File: src/rtl/memory_arbiter.sv
// memory_arbiter: round-robin arbiter granting two requesters access to one memory port.
// Define MEMORY_ARBITER_TIMEOUT_EN to enable the wait-phase watchdog and the err pulse.
module memory_arbiter #(
    parameter int unsigned WORD_SIZE      = 8,
    parameter int unsigned ADDRESS_SIZE   = 4,
    parameter int unsigned TIMEOUT_CYCLES = 15
) (
    input  logic                      clock,
    input  logic                      reset,
    input  logic [1:0]                req,
    input  logic [1:0]                we,
    input  logic [2*ADDRESS_SIZE-1:0] addr,
    input  logic [2*WORD_SIZE-1:0]    wdata,
    output logic [1:0]                ack,
    output logic [WORD_SIZE-1:0]      rdata,
    output logic [1:0]                err,
    output logic                      mem_r_en,
    output logic                      mem_w_en,
    output logic [ADDRESS_SIZE-1:0]   mem_r_addr,
    output logic [ADDRESS_SIZE-1:0]   mem_w_addr,
    output logic [WORD_SIZE-1:0]      mem_w_data,
    input  logic [WORD_SIZE-1:0]      mem_r_data,
    input  logic                      mem_r_ready,
    input  logic                      mem_w_ready
);

    typedef enum logic [1:0] {IDLE, ISSUE, WAIT, DONE} state_e;

    state_e                  state_q, state_d;
    logic                    win_q, win_d;
    logic                    last_q, last_d;
    logic                    we_q, we_d;
    logic                    r_en_q, r_en_d;
    logic                    w_en_q, w_en_d;
    logic [ADDRESS_SIZE-1:0] addr_q, addr_d;
    logic [WORD_SIZE-1:0]    wdata_q, wdata_d;
    logic [WORD_SIZE-1:0]    rdata_q, rdata_d;
    logic [1:0]              ack_q, ack_d;

    logic                    grant_c;
    logic                    ready_c;
    logic [1:0]              onehot_c;

`ifdef MEMORY_ARBITER_TIMEOUT_EN
    localparam int unsigned CNT_W = (TIMEOUT_CYCLES > 1) ? $clog2(TIMEOUT_CYCLES) : 1;
    logic [CNT_W-1:0]        cnt_q, cnt_d;
    logic [1:0]              err_q, err_d;
`endif

    // On a tie the requester not served last wins; last_q resets to B so A leads.
    assign grant_c  = (req == 2'b11) ? ~last_q : req[1];
    assign ready_c  = we_q ? mem_w_ready : mem_r_ready;
    assign onehot_c = win_q ? 2'b10 : 2'b01;

    always_comb begin
        state_d = state_q;
        win_d   = win_q;
        last_d  = last_q;
        we_d    = we_q;
        r_en_d  = r_en_q;
        w_en_d  = w_en_q;
        addr_d  = addr_q;
        wdata_d = wdata_q;
        rdata_d = rdata_q;
        ack_d   = 2'b00;
`ifdef MEMORY_ARBITER_TIMEOUT_EN
        cnt_d   = cnt_q;
        err_d   = 2'b00;
`endif
        case (state_q)
            IDLE: begin
                if (|req) begin
                    win_d   = grant_c;
                    last_d  = grant_c;
                    we_d    = grant_c ? we[1] : we[0];
                    addr_d  = grant_c ? addr[ADDRESS_SIZE +: ADDRESS_SIZE]
                                      : addr[0 +: ADDRESS_SIZE];
                    wdata_d = grant_c ? wdata[WORD_SIZE +: WORD_SIZE]
                                      : wdata[0 +: WORD_SIZE];
                    r_en_d  = ~we_d;
                    w_en_d  = we_d;
                    state_d = ISSUE;
                end
            end
            ISSUE: begin
`ifdef MEMORY_ARBITER_TIMEOUT_EN
                cnt_d   = '0;
`endif
                state_d = WAIT;
            end
            WAIT: begin
                if (ready_c) begin
                    r_en_d  = 1'b0;
                    w_en_d  = 1'b0;
                    if (!we_q) begin
                        rdata_d = mem_r_data;
                    end
                    ack_d   = onehot_c;
                    state_d = DONE;
                end
`ifdef MEMORY_ARBITER_TIMEOUT_EN
                // Watchdog expiry completes the transaction with zeroed read data.
                else if (cnt_q == CNT_W'(TIMEOUT_CYCLES - 1)) begin
                    r_en_d  = 1'b0;
                    w_en_d  = 1'b0;
                    rdata_d = '0;
                    ack_d   = onehot_c;
                    err_d   = onehot_c;
                    state_d = DONE;
                end else begin
                    cnt_d = cnt_q + CNT_W'(1);
                end
`endif
            end
            DONE: begin
                state_d = IDLE;
            end
            default: begin
                state_d = IDLE;
            end
        endcase
    end

    always_ff @(posedge clock or negedge reset) begin
        if (!reset) begin
            state_q <= IDLE;
            win_q   <= 1'b0;
            last_q  <= 1'b1;
            we_q    <= 1'b0;
            r_en_q  <= 1'b0;
            w_en_q  <= 1'b0;
            addr_q  <= '0;
            wdata_q <= '0;
            rdata_q <= '0;
            ack_q   <= 2'b00;
        end else begin
            state_q <= state_d;
            win_q   <= win_d;
            last_q  <= last_d;
            we_q    <= we_d;
            r_en_q  <= r_en_d;
            w_en_q  <= w_en_d;
            addr_q  <= addr_d;
            wdata_q <= wdata_d;
            rdata_q <= rdata_d;
            ack_q   <= ack_d;
        end
    end

`ifdef MEMORY_ARBITER_TIMEOUT_EN
    always_ff @(posedge clock or negedge reset) begin
        if (!reset) begin
            cnt_q <= '0;
            err_q <= 2'b00;
        end else begin
            cnt_q <= cnt_d;
            err_q <= err_d;
        end
    end

    assign err = err_q;
`else
    assign err = 2'b00;
`endif

    assign ack        = ack_q;
    assign rdata      = rdata_q;
    assign mem_r_en   = r_en_q;
    assign mem_w_en   = w_en_q;
    assign mem_r_addr = addr_q;
    assign mem_w_addr = addr_q;
    assign mem_w_data = wdata_q;

endmodule

File: config.mk
export PLATFORM = sky130hd
export DESIGN_NAME = memory_arbiter
export DESIGN_NICKNAME = d
export VERILOG_FILES = /design/src/rtl/memory_arbiter.sv
export SDC_FILE = /design/constraint.sdc
export NUM_CORES = 1
export LEC_CHECK = 0
export CAP_MARGIN = 0
export CORE_ASPECT_RATIO = 1.25
export CORE_MARGIN = 2
export CORE_UTILIZATION = 41
export CTS_BUF_LIST = sky130_fd_sc_hd__clkbuf_4 sky130_fd_sc_hd__clkbuf_8
export DETAILED_ROUTE_END_ITERATION = 16
export GPL_TIMING_DRIVEN = 0
export PLACE_DENSITY = 0.93
export SLEW_MARGIN = 20
export SYNTH_ARGS = -nofsm -noshare
export SYNTH_HDL_FRONTEND = slang
export SYNTH_SLANG_ARGS = --single-unit
File: constraint.sdc
create_clock -name clock -period 2.1 [get_ports clock]
set_input_delay 0.21 -clock clock [delete_from_list [all_inputs] [get_ports clock]]
set_output_delay 0.21 -clock clock [all_outputs]
set_load 0.02 [all_outputs]
==> flow_summary_export.csv, run 1 <==
group,metric,value,unit
finish,area_delta_synth_final,61.9,%
outcome,status,"complete, no violations",
sta,setup_viol,0,
hold_path,min_from,"win_q",
worst_setup_path,reg2reg_from,"state_q[0]",
route,ant_nets,0,
synthesis,yosys_warnings,0,
finish,most-common-layout-cells,"clkdlybuf4s50_1 (66), dfrtp_1 (28), nand2_1 (15)",
clock_network,cts_resized,0,
worst_setup_path,worstPathArrival,1.89,ns
route,drc,0,
global_routing,grt_pass1_wl,5810,um
floorplan,num_rows,23,
clock_network,clock_latency,0.29,ns
synthesis,ys_ff_latch,29,
sta,slew_headroom,57.6,%
sta,slew_viol_final,0,
route,vias_per_cell,4.94,
sta,post-route-min-period,1.72,ns
floorplan,ios,70,
clock_network,hold_buffers,1,
global_routing,grt_pass1_vias,1198,
sta,fin_skew,0.00362,ns
placement,place.port_buffers,67,
route,post_drt_wl_per_cell,16.2,um
floorplan,die_area,3810,um^2
synthesis,synthMuxAreaShare,18.5,%
finish,drive_above_1_share,16.5,%
sta,fmax,0.580,GHz
global_routing,track_usage,20.2,%
power,p_total,3.29,mW
synthesis,synth_compound_area_share,12.2,%
worst_setup_path,crit_fanout,9,
clock_network,cts.sinks,29,
worst_setup_path,r2r-end,"mem_r_en",
power,irDropWorstVdd,0.000789,V
clock_network,cts_htree_levels,2,
clock_network,path_clk_slew,0.06,ns
worst_setup_path,end_kind,"register",
worst_setup_path,crit_type,"register to register",
floorplan,chipWidth,55.6,um
worst_setup_path,cp-start-kind,"register",
sta,grt_setup_unrepaired,"false",
floorplan,core,3190,um^2
worst_setup_path,cp.required,2.27,ns
power,leakage,0.975,nW
clock_network,cts_setup_buffers,0,
worst_setup_path,r2r_slack,0.38,ns
global_routing,grt_max_degree,30,
finish,fin_nets,235,
finish,antenna_cells,0,
route,initialDrtViolationCount,24,
worst_setup_path,worstRegToRegCells,6,
synthesis,syn_inst,117,
clock_network,cts_buffers,5,
route,vias,1142,
route,dr.pass1.iters,4,
floorplan,fp.dieH,68.5,um
power,power_density,1490,nW/um^2
synthesis,synthDistinctLibCells,30,
synthesis,synth_top_family_by_area,"multiplexers",
synthesis,postSynthAreaPerCell,11.7,um^2
hold_path,hp-class,"register to register",
synthesis,synth_fa_ha_area_share,1.83,%
global_routing,antenna_found_initial,0,
clock_network,cts_tree,"built",
placement,dp_hpwl,2720,um
route,routed_wl,3740,um
sta,tns,0,ns
run,maxCapViolations,0,
floorplan,initial_core_util,42.8,%
sta,hold_viol,0,
synthesis,synthesis.area,1370,um^2
sta,worst_slew_pin_slew,0.636,ns
synthesis,synth-xor-area-share,0,%
hold_path,hold_depth,1,
clock_network,cts_buffer_depth,2,
placement,gp_congestion,0.718,
synthesis,yosysSeqAreaShare,53.2,%
sta,finalCritPeriodShare,82.1,%
synthesis,synth-simple-area-share,7.97,%
finish,layout.cells.most_common,"clkdlybuf4s50_1",
clock_network,root_buffer,"clkbuf_8",
hold_path,hold-path-endpoint,"ack[0]",
global_routing,overflow,0,
[layout make-up]
type	count	area, um^2
inverter	3	11.3
sequential	29	727
multi-input combinational	75	561
tap	37	46.3
clock inverter	1	30.0
fill	232	982
timing repair buffer	68	676
clock buffer	7	90.1
buffer	11	71.3
[through the flow]
| step | area [um^2] | hold slack [ns] | setup slack (ns) | cells | utilization [%] |
|---|---|---|---|---|---|
| finish | 2210 | 0.464 | 0.376 | 231 | 69.3 |
| global placement | 2090 | 0.439 | 0.342 | 222 | 65.3 |
| CTS | 2210 | 0.460 | 0.380 | 231 | 69.3 |
| detailed placement | 2080 | 0.259 | 0.309 | 222 | 65.2 |
| global route | 2210 | 0.470 | 0.275 | 231 | 69.3 |
| floorplan | 1370 | -0.0856 | 0.565 | 118 | - |
[cells by family (layout without fill, tap and decap cells)]
family,count (synthesis),after routing
AO/OA/AOI/OAI,24,24
adder cells (fa/ha/maj),2,2
buffers and inverters,14,90
flip-flops,29,29
multiplexers,24,24
other,1,2
AND/OR/NAND/NOR,23,23
[registers in the layout (all words and copies together) (netlist names)]
signal	count
mem_w_data	8
rdata	8
mem_r_addr	4
ack	2
state_q	2
last_q	1
mem_r_en	1
mem_w_en	1
we_q	1
win_q	1
[Yosys cell counts]
master,number,area (um^2)
a22o_1,1,8.76
buf_4,7,52.6
ha_1,2,25.0
a31oi_1,1,6.26
clkbuf_1,1,3.75
buf_2,3,15.0
conb_1,1,3.75
inv_1,3,11.3
o22a_1,1,8.76
nor2_1,2,7.51
nor3_1,1,5.00
o21ai_1,10,50.1
mux2_1,1,11.3
a21oi_1,2,10.0
o21ai_0,4,20.0
a221oi_1,1,8.76
o41ai_2,1,16.3
nor3b_1,1,7.51
o2bb2ai_1,1,8.76
a21boi_4,1,18.8
nand2_1,15,56.3
mux2i_1,14,140
and3_1,1,6.26
a221o_1,1,10.0
dfstp_2,1,26.3
mux2_2,9,101
nand3b_1,1,7.51
nor3b_2,1,12.5
and2_1,1,6.26
dfrtp_1,28,701
[critical path, cell delays in order, from the launching register on]
cell,delay [ns]
dfrtp_1,0.38
inv_1,0.08
ha_1,0.14
buf_2,0.19
nor3b_2,0.38
nor3_1,0.09
a221o_1,0.36
[routing by layer]
| metal | track usage, % | up-vias | routed length (um) |
|---|---|---|---|
| li1 | - | 552 | - |
| met2 | 36.2 | 36 | 2040 |
| met5 | 0 | - | 0 |
| met1 | 23.3 | 549 | 1470 |
| met4 | 8.54 | 0 | 59 |
| met3 | 5.22 | 5 | 171 |
[where the power goes]
group / switching (mW) / total, mW / leakage [nW] / internal, mW
sequential: 0.174 / 1.01 / 0.356 / 0.837
clock: 0.210 / 0.609 / 0.0619 / 0.399
combinational: 0.821 / 1.67 / 0.558 / 0.847
[worst max-delay path by stage]
stage | start | to | slack, ns | cells after the start
after detailed placement | req[1] | mem_w_data[4] | 0.31 | 5
after global placement | req[0] | we_q | 0.34 | 4
after floorplan | state_q[0] | state_q[1] | 0.57 | 6
after CTS | state_q[0] | mem_r_en | 0.38 | 6
after global routing | state_q[0] | state_q[1] | 0.27 | 6
final | state_q[0] | mem_r_en | 0.38 | 6
Power figures use the tool's default switching activity.
==> run 2: changes to the inputs <==
- clock period: 2.1 -> 1.75 ns (I/O delays scaled with it)
==> run 2 against run 1 <==
  * Clock power is 21% higher
  * Power is 21% higher
  * Count of clock-buffer cells in the layout is the same
  * Largest power group unchanged
  * Maximum frequency is 4.6% higher
  * Largest cell class unchanged
  * Critical endpoint unchanged
  * Critical path depth is the same
  * Sequential cell count is the same
==> flow_summary_export.csv, run 2 (synthesis results as in run 1) <==
group,metric,value,unit
sta,finalCritPeriodShare,94.2,%
finish,antenna_cells,0,
finish,layout.cells.most_common,"clkdlybuf4s50_1",
global_routing,grt_pass1_vias,1198,
sta,holdWs,0.454,ns
clock_network,path_clk_slew,0.06,ns
floorplan,die_area,3810,um^2
sta,post-route-min-period,1.65,ns
sta,setup_viol,0,
route,met2_length,2070,um
worst_setup_path,crit_fanout,9,
power,power_density,1780,nW/um^2
global_routing,grt_pass1_wl,5810,um
clock_network,cts_tree,"built",
finish,drive_above_1_share,17.4,%
floorplan,initial_core_util,42.8,%
finish,fillers,229,
clock_network,cts_buffers,5,
worst_setup_path,cp.required,1.92,ns
route,drc,0,
clock_network,clock_latency,0.29,ns
worst_setup_path,reg2reg_from,"state_q[0]",
placement,pre_cts_slack,-0.00627,ns
worst_setup_path,cp-start-kind,"register",
power,irDropWorstVdd,0.000951,V
power,p_total,3.97,mW
worst_setup_path,cpLargestDelayFamily,"flip-flops",
placement,gp_congestion,0.718,
finish,finalInstanceArea,2230,um^2
sta,hold_viol,0,
worst_setup_path,path_cells,"inv_1 > ha_1 > buf_2 > nor3b_4 > nor3_1 > a221o_1",
global_routing,overflow,0,
route,post_drt_wl_per_cell,16.2,um
finish,area_delta_synth_final,63.2,%
sta,slew_headroom,57.6,%
floorplan,chipWidth,55.6,um
finish,fin_nets,236,
worst_setup_path,end_kind,"register",
floorplan,core,3190,um^2
floorplan,fp.dieH,68.5,um
worst_setup_path,worstPathArrival,1.82,ns
clock_network,cts.sinks,29,
placement,place.port_buffers,67,
route,wl_met3,184,um
sta,fmax,0.607,GHz
clock_network,root_buffer,"clkbuf_8",
sta,worst_slew_pin_slew,0.636,ns
worst_setup_path,r2r-end,"mem_r_en",
worst_setup_path,path_buf_inv,2,
floorplan,num_rows,23,
run,maxCapViolations,0,
sta,fin_skew,0.00406,ns
placement,dpl-instance-area,2080,um^2
route,vias,1149,
sta,grt_setup_unrepaired,"false",
global_routing,grt_max_degree,30,
worst_setup_path,slowest_delay,0.37,ns
route,routed_wl,3760,um
sta,slew_viol_final,0,
route,vias_per_cell,4.95,
clock_network,cts_buffer_depth,2,
worst_setup_path,r2r_slack,0.10,ns
floorplan,ios,70,
clock_network,cts_htree_levels,2,
sta,setup_slack,0.102,ns
route,dr.pass1.iters,4,
route,initialDrtViolationCount,28,
route,dr.max_layer_used,"met4",
outcome,status,"complete, no violations",
finish,utilization,69.8,%
global_routing,antenna_found_initial,0,
worst_setup_path,worstRegToRegCells,6,
worst_setup_path,critPathSlowestCell,"dfrtp_1",
finish,most-common-layout-cells,"clkdlybuf4s50_1 (66), dfrtp_1 (28), nand2_1 (15)",
route,wl_met1,1450,um
placement,dp_hpwl,2720,um
hold_path,hp-class,"primary input to async pin",
global_routing,track_usage,20.2,%
power,leakage,0.985,nW
worst_setup_path,crit_type,"register to register",
route,ant_nets,0,
-- run 2: cell count changes in the layout (fill, tap and decap cells not counted), sizes merged --
cell,delta
buf,+1
-- run 2: worst max path at each step --
stage | to | depth (start not counted) | start
floorplan | state_q[1] | 6 | state_q[0]
global placement | we_q | 4 | req[0]
detailed placement | mem_w_data[4] | 5 | req[1]
CTS | mem_r_en | 6 | state_q[0]
global route | mem_w_en | 6 | state_q[0]
finish | mem_r_en | 6 | state_q[0]
-- run 2: layout make-up --
cell class	count	area [um^2]	share of cell area (%)
tap	37	46.3	2.08
clock inverter	1	30.0	1.35
buffer	11	71.3	3.20
clock buffer	7	90.1	4.04
timing repair buffer	69	683	30.6
multi-input combinational	75	571	25.6
inverter	3	11.3	0.505
sequential	29	727	32.6
-- run 2: stage by stage --
step,TNS [ns],std cells
3_3_place_gp,0,222
2_1_floorplan,0,118
5_1_grt,0,232
3_5_place_dp,-0.00918,222
6_report,0,232
4_1_cts,0,231
-- run 2: report_power, final --
| group | total, mW | internal (mW) | switching [mW] |
|---|---|---|---|
| clock | 0.734 | 0.479 | 0.255 |
| combinational | 2.02 | 1.03 | 0.992 |
| sequential | 1.21 | 1.00 | 0.208 |
| total | 3.97 | 2.51 | 1.46 |
-- run 2: repair_timing --
| item | in CTS | in global routing |
|---|---|---|
| endpoints found under the setup margin | 0 | 11 |
| gates resized for setup | 0 | 2 |
| hold buffers | 1 | 0 |
| endpoints found under the hold margin | 28 | 0 |
| setup buffers | 0 | 1 |
-- run 2: routing by layer --
metal | global-route usage, % | vias up
met2 | 36.2 | 42
met4 | 8.54 | 0
met1 | 23.3 | 542
met3 | 5.22 | 6
met5 | 0 | -
li1 | - | 559
-- run 2: worst register-to-register path: stages, from the launching register on --
cell	delay (ns)
dfrtp_1	0.37
inv_1	0.08
ha_1	0.14
buf_2	0.21
nor3b_4	0.29
nor3_1	0.08
a221o_1	0.36
